===== src/rtl/writeback_arb.sv =====
// Round-robin writeback arbiter: merges NUM_CH result channels onto one
// register-file write port with single-cycle latency and a saturating write counter.
module writeback_arb #(
    parameter int DATA_W = 32,
    parameter int ADDR_W = 5,
    parameter int NUM_CH = 3,
    parameter int CNT_W  = 16
) (
    input  logic                     clk,
    input  logic                     reset,
    input  logic [NUM_CH-1:0]        ch_valid,
    input  logic [NUM_CH*ADDR_W-1:0] ch_rd,
    input  logic [NUM_CH*DATA_W-1:0] ch_data,
    output logic [NUM_CH-1:0]        ch_ready,
    output logic                     wr_en,
    output logic [ADDR_W-1:0]        wr_addr,
    output logic [DATA_W-1:0]        wr_data,
    output logic [CNT_W-1:0]         wr_count
);

    localparam int PTR_W = (NUM_CH > 1) ? $clog2(NUM_CH) : 1;

    logic [PTR_W-1:0]  rr_ptr_q, rr_ptr_d;
    logic [PTR_W-1:0]  grant_idx;
    logic [NUM_CH-1:0] grant;
    logic              found;
    int                idx;

    logic              wr_en_q, wr_en_d;
    logic [ADDR_W-1:0] wr_addr_q, wr_addr_d;
    logic [DATA_W-1:0] wr_data_q, wr_data_d;
    logic [CNT_W-1:0]  wr_count_q, wr_count_d;

    logic [ADDR_W-1:0] rd_terms   [NUM_CH];
    logic [DATA_W-1:0] data_terms [NUM_CH];
    logic [ADDR_W-1:0] sel_rd;
    logic [DATA_W-1:0] sel_data;
    logic              fire;

    // Scan channels starting at rr_ptr, wrapping modulo NUM_CH; first valid wins.
    always_comb begin
        grant     = '0;
        grant_idx = '0;
        found     = 1'b0;
        idx       = 0;
        for (int k = 0; k < NUM_CH; k++) begin
            idx = int'(rr_ptr_q) + k;
            if (idx >= NUM_CH) begin
                idx = idx - NUM_CH;
            end
            if (!reset && !found && ch_valid[idx]) begin
                found       = 1'b1;
                grant[idx]  = 1'b1;
                grant_idx   = PTR_W'(idx);
            end
        end
    end

    assign ch_ready = grant;

    generate
        for (genvar gi = 0; gi < NUM_CH; gi++) begin : g_sel
            assign rd_terms[gi]   = grant[gi] ? ch_rd[gi*ADDR_W +: ADDR_W]   : '0;
            assign data_terms[gi] = grant[gi] ? ch_data[gi*DATA_W +: DATA_W] : '0;
        end
    endgenerate

    // Grant is one-hot, so an OR across the masked terms is the selected channel.
    always_comb begin
        sel_rd   = '0;
        sel_data = '0;
        for (int i = 0; i < NUM_CH; i++) begin
            sel_rd   = sel_rd | rd_terms[i];
            sel_data = sel_data | data_terms[i];
        end
    end

    always_comb begin
        fire       = |grant;
        wr_en_d    = fire && (sel_rd != '0);
        wr_addr_d  = wr_en_d ? sel_rd : wr_addr_q;
        wr_data_d  = wr_en_d ? sel_data : wr_data_q;
        wr_count_d = wr_count_q;
        if (wr_en_d && (wr_count_q != {CNT_W{1'b1}})) begin
            wr_count_d = wr_count_q + 1'b1;
        end
        rr_ptr_d = rr_ptr_q;
        if (fire) begin
            rr_ptr_d = (grant_idx == PTR_W'(NUM_CH - 1)) ? '0 : grant_idx + 1'b1;
        end
    end

    always_ff @(posedge clk) begin
        if (reset) begin
            wr_en_q    <= 1'b0;
            wr_addr_q  <= '0;
            wr_data_q  <= '0;
            wr_count_q <= '0;
            rr_ptr_q   <= '0;
        end else begin
            wr_en_q    <= wr_en_d;
            wr_addr_q  <= wr_addr_d;
            wr_data_q  <= wr_data_d;
            wr_count_q <= wr_count_d;
            rr_ptr_q   <= rr_ptr_d;
        end
    end

    assign wr_en    = wr_en_q;
    assign wr_addr  = wr_addr_q;
    assign wr_data  = wr_data_q;
    assign wr_count = wr_count_q;

endmodule

===== config.mk =====
export PLATFORM = sky130hd
export DESIGN_NAME = writeback_arb
export DESIGN_NICKNAME = d
export VERILOG_FILES = /design/src/rtl/writeback_arb.sv
export SDC_FILE = /design/constraint.sdc
export NUM_CORES = 1
export LEC_CHECK = 0
export CORE_ASPECT_RATIO = 0.75
export CORE_MARGIN = 3
export CORE_UTILIZATION = 43
export CTS_CLUSTER_DIAMETER = 80
export CTS_CLUSTER_SIZE = 8
export DETAILED_ROUTE_END_ITERATION = 12
export PLACE_DENSITY = 0.87
export SLEW_MARGIN = 15
export SYNTH_ARGS = -nofsm -noshare
export SYNTH_HDL_FRONTEND = slang
export SYNTH_SLANG_ARGS = --single-unit

===== constraint.sdc =====
create_clock -name clk -period 8.6 [get_ports clk]
set_input_delay 1.72 -clock clk [delete_from_list [all_inputs] [get_ports clk]]
set_output_delay 1.72 -clock clk [all_outputs]
set_load 0.03 [all_outputs]

# [Yosys cells after proc, flatten, opt, wreduce, memory -nomap -nowiden]
# Index checks and enable logic that the tools add are counted.
[op_classes] magnitude_cmp=9 add_sub_neg=7 eq_ne=2 n_mux=33 bitwise_logic=6 n_reduce_logical=15
[ops] operator="2-to-1 mux 32 bit" count=6
[ops] operator=">= comparator 32 x 1 -> 1 bit, second input constant" count=3
[ops] operator="less-than comparator 32 x 4 -> 1 bit, second input constant" count=3
[ops] operator="OR 32 bit" count=2
[ops] operator="adder 16 x 1 -> 16 bit, second input constant" count=1
[ops] operator="!= test 16 bit, second input constant" count=1
[ops] operator="2-to-1 mux 5 bit" count=3
[ops] operator="2-to-1 mux 1 bit" count=11
[ops] operator="logical AND 1 bit" count=10
[ops] operator="OR 5 bit" count=2
[ops] operator="2-to-1 mux 3 bit" count=3
[ops] operator="2-to-1 mux 2 bit" count=4
[ops] operator="subtractor 3 x 2 -> 4 bit, second input constant" count=2
[ops] operator="binary-select mux 1 bit (select 2 bit)" count=3
[ops] operator="demux 1 bit (select 2 bit)" count=3
[ops] operator=">= comparator 3 x 2 -> 1 bit, second input constant" count=2
[ops] operator="OR 3 bit" count=2
[ops] operator="nonzero test 5 bit" count=1
[ops] operator="adder 2 x 1 -> 3 bit, second input constant" count=1
[ops] operator="adder 2 x 2 -> 3 bit, second input constant" count=1
[ops] operator="zero test 1 bit" count=3
[ops] operator="OR reduction 3 bit" count=1
[ops] operator="subtractor 2 x 2 -> 3 bit, second input constant" count=1
[ops] operator="adder 2 x 1 -> 2 bit, second input constant" count=1
[ops] operator="2 further kinds" count=2
[totals] output_inout_bits=57 wordCells=77 input_bits=116 regBits=56

# [Longest topological paths before layout]
[logic_depth] word_depth=21 depth_mapped=13 ltp_nobuf=11

# [Worst setup path before layout]
# OpenSTA, ideal clock, no wires.
[synth_path] path_kind="input -> output" startpoint="input port ch_valid[2]" endpoint="output port ch_ready[1]" cell_stages=7 path_buffers=3 setup_slack_ns=3.410 required_ns=6.880 arrival_time_ns=3.470 cell_sequence="buf_2 -> nor4bb_4 -> a22o_1 -> o21ai_1 -> a211oi_2 -> clkbuf_1 -> clkbuf_1"
[synth_via] elab_chain_cells=13 elab_cells_between_ends=23 classes_between="mux: 14; bitwise: 2; reduce/logical: 7"
[synth_lines] item="start: declaration" line="11" source="input logic [NUM_CH-1:0] ch_valid,"
[synth_lines] item="binary-select mux 1 bit (select 2 bit)" line="51" source="if (!reset && !found && ch_valid[idx]) begin"
[synth_lines] item="2-to-1 mux 1 bit (implied by the code) (2 in series)" line="51"
[synth_lines] item="logical AND 1 bit" line="51"
[synth_lines] item="2-to-1 mux 1 bit" line="51"
[synth_lines] item="zero test 1 bit" line="51"
[synth_lines] item="logical AND 1 bit (2 in series)" line="51"
[synth_lines] item="2-to-1 mux 1 bit" line="51"
[synth_lines] item="zero test 1 bit" line="51"
[synth_lines] item="logical AND 1 bit (2 in series)" line="51"
[synth_lines] item="2-to-1 mux 3 bit *" line="51"
[synth_lines] item="end: declaration" line="14" source="output logic [NUM_CH-1:0] ch_ready,"
# Mark *: on every way between the ends. The rest lies on a longest branch, timed or not. The select of a mux whose other input is x is not followed.

# [Worst setup path in the final report]
[layout_path] startpoint="input port ch_valid[1]" endpoint="output port ch_ready[2]"
# The elaborated chain is that of the path after synthesis.

==> key figures <==
Status
  • Status: finished clean

Placed design
  • GP Congestion: 0.885
  • PortBufs: 172
  • Dpl hpwl: ~7800 um

Worst setup path
  • Cell mode on critical path: clkdlybuf4s50_1
  • Reg2reg path depth: 12
  • CP max stage delay: a little under 0.9 ns
  • Worst path top cell family by delay: buffers and inverters
  • Buf/Inv on CP: 2
  • Worst reg2reg path startpoint: rr_ptr_q[0]$_SDFFE_PP0P_
  • CP Depth: 6
  • Worst Path Required: 6.88 ns
  • Max FO, Critical Path: 40
  • Crit Path Category: in2out
  • CP arrival: between 4 and 5 ns
  • Critical Path Slowest Stage Cell: a21oi_4
  • CP endpoint kind: output pin
  • R2r setup slk: around 4.4 ns
  • RR Endpoint: wr_count[6]$_SDFFE_PP0P_
  • Worst Setup Start Kind: input port
  • Critical path cell sequence: clkdlybuf4s50_1, mux2i_1, o21ai_2, a21oi_1, a21oi_4, clkdlybuf4s50_1

Route
  • Uppermost layer routed: met4
  • Met1 wire length: roughly 4400 um
  • Vias after detailed routing: about 3.5k
  • Iter 0 DRT Violations: 345
  • DR WL/cell: 18.1 um
  • Drt drc: 0
  • Total Wirelength: 10,700 um
  • Routed wl met3: 785 um
  • Vias per std cell: between 5 and 6
  • Met2 wire len: 5440 um
  • Number of routed nets with antenna violations: 0
  • First-pass DRT Iterations: 10

Global route
  • GR Util All Layers: 0.236
  • Largest net degree at the start of global routing: 68
  • Vias in the first global route: 3,391
  • Overflow after GRT: 0
  • Initial antenna violation count: 0
  • First-pass GRT wire length: 16,700 um

Hold path
  • HP Class: reg2reg
  • WHS Endpoint: wr_addr[0]$_SDFFE_PP0P_
  • Hold Startpoint: wr_addr[0]$_SDFFE_PP0P_
  • Worst hold path cell count: 2

Clocking
  • Clock Path Buffers: 2
  • CTS tree: yes
  • Clock transition at path regs: 0.09 ns
  • CTS sink count: 56
  • Total CTS buffers: 5
  • Clock Tree Root: clkbuf_8
  • Postcts setup bufs: 0
  • Worst-Skew Late Latency: around 0.30 ns
  • Post_cts resized: 0
  • CTS Hold Buffers Added: 0
  • Clock H-tree levels: 2

Yosys
  • Cells after Synth: 342
  • Avg Cell Area, Syn: between 9 and 10 um^2
  • Register area share after synthesis: 0.347
  • Yosys warning total: 0
  • Synth area leader: dfxtp_1
  • Main synth FF type: dfxtp_1
  • Post-synth EDFFs: 0
  • Yosys cell types: 52
  • #FFs+latches synth: 56
  • Top cell type's share of synthesized area: 0.347
  • Share of flip-flops with an asynchronous set or reset: 0
  • Most frequent cells after synthesis: dfxtp_1 (56), nor2_1 (43), a222oi_1 (35), a211oi_2 (30), clkbuf_1 (22)
  • Most area-consuming cells after synthesis: dfxtp_1 (35%), a211oi_2 (12%), a222oi_1 (11%)
  • Post-Syn Nets: 463
  • Top-count cell post-synth: dfxtp_1
  • Synthesized area: between 0.003 and 0.004 mm^2

Power
  • Worst VDD drop: 0.241 mV
  • Overall power: 1710 uW
  • Leak pwr: 0.00174 uW
  • PwrDens: 339 mW/mm^2

Die
  • Die H: 81.1 um
  • Cell row count: 26
  • Die Width: between 100 and 150 um
  • Die area: 0.00860 mm^2
  • Initial Util: 0.458
  • I/O pin count: 173
  • Core Region: 0.00706 mm^2

Timing
  • Fin. Hold Viols: 0
  • Final max-slew violation count: 0
  • Final setup viols: 0
  • RSZ-0062 raised after global routing: no
  • Fin Clk Skew: between 0.009 and 0.01 ns
  • Tmin final: around 6.5 ns
  • Max Clock Freq: 0.155 GHz
  • Worst-Margin Slew: 1.09 ns
  • Worst slew margin: 0.272
  • Final period util: 0.752
  • Final setup TNS: 0 ns

Final layout
  • Final core utilization: 0.713
  • Share of cells above drive strength 1: 0.112
  • Area Growth Syn to Fin: 55.7%
  • Inserted Diodes: 0
  • Final-stage net count: 613

Flow run
  • Maxcap violations: 0
==> state kept, by name, indices dropped and copies added, names as in the netlist <==
register and cells:
wr_data 32, rr_ptr_q 2, wr_en 1, wr_count 16, wr_addr 5
==> report_power, final <==
part	total (uW)	switching, uW	internal (uW)	leakage, uW
Combinational	1150	694	456	0.00124
Sequential	418	57.1	361	0.000461
Clock	139	83.4	55.5	0.0000400
Total	1710	834	872	0.00174
==> per-layer routing <==
metal,GRT usage,vias up
li1,-,1669
met1,0.291,1667
met2,0.423,144
met3,0.0635,10
met4,0.0362,0
met5,0,-
==> how the worst max path moves through the flow <==
| stage | from | end | slack, ns |
|---|---|---|---|
| 2_1_floorplan | ch_valid[2] | ch_ready[1] | 3.41 |
| 3_3_place_gp | ch_valid[1] | ch_ready[2] | 2.29 |
| 3_5_place_dp | ch_valid[2] | ch_ready[2] | 2.21 |
| 4_1_cts | ch_valid[1] | ch_ready[2] | 2.20 |
| 5_1_grt | ch_valid[1] | ch_ready[2] | 1.98 |
| 6_report | ch_valid[1] | ch_ready[2] | 2.13 |
==> tightest hold or removal path, stage by stage, from the launching register on <==
cell and delay [ns]:
dfxtp_1 0.32, nand2_1 0.05, a21oi_1 0.05
==> per-stage QoR <==
step / hold slack [ns] / instance area (um^2) / worst slack (ns) / instances
floorplan: 0.580 / 3230 / 3.41 / 342
global placement: 0.446 / 4950 / 2.29 / 583
detailed placement: 0.449 / 4950 / 2.21 / 583
CTS: 0.461 / 5030 / 2.20 / 590
global route: 0.490 / 5030 / 1.98 / 590
finish: 0.459 / 5030 / 2.13 / 590
==> cells in the final DEF (no fill, tap or decap), drive strengths merged, types with 5 or more instances in the layout <==
cell type        n
o31ai            7
nor4             5
nor2b           10
dfxtp           56
o311ai           5
ha               5
clkbuf           5
clkdlybuf4s50  171
nor2            43
o21ai            7
a21oi           15
a211oi          33
or4              6
inv              7
a222oi          35
nand2           18
buf              6
==> final cells by class <==
cell class	count	area [um^2]
fillers	573	2030
multi-input cells	245	1930
repair buffers	177	1750
flip-flops and latches	56	1120
well taps	98	123
clock buffers	5	68.8
inverters	7	26.3
clock inverters	2	12.5
==> cell families (layout without fill, tap and decap cells) <==
| kind of cell | count (synthesis) | after routing | share of synthesized area |
|---|---|---|---|
| adders and majority gates | 5 | 5 | 0.0194 |
| buffers and inverters | 41 | 191 | 0.0650 |
| AOI/OAI and AO/OA | 124 | 124 | 0.367 |
| DFF | 56 | 56 | 0.347 |
| and+or+nand+nor | 110 | 110 | 0.181 |
| muxes | 6 | 6 | 0.0209 |
Note: power is estimated with default switching activity, not from simulation.
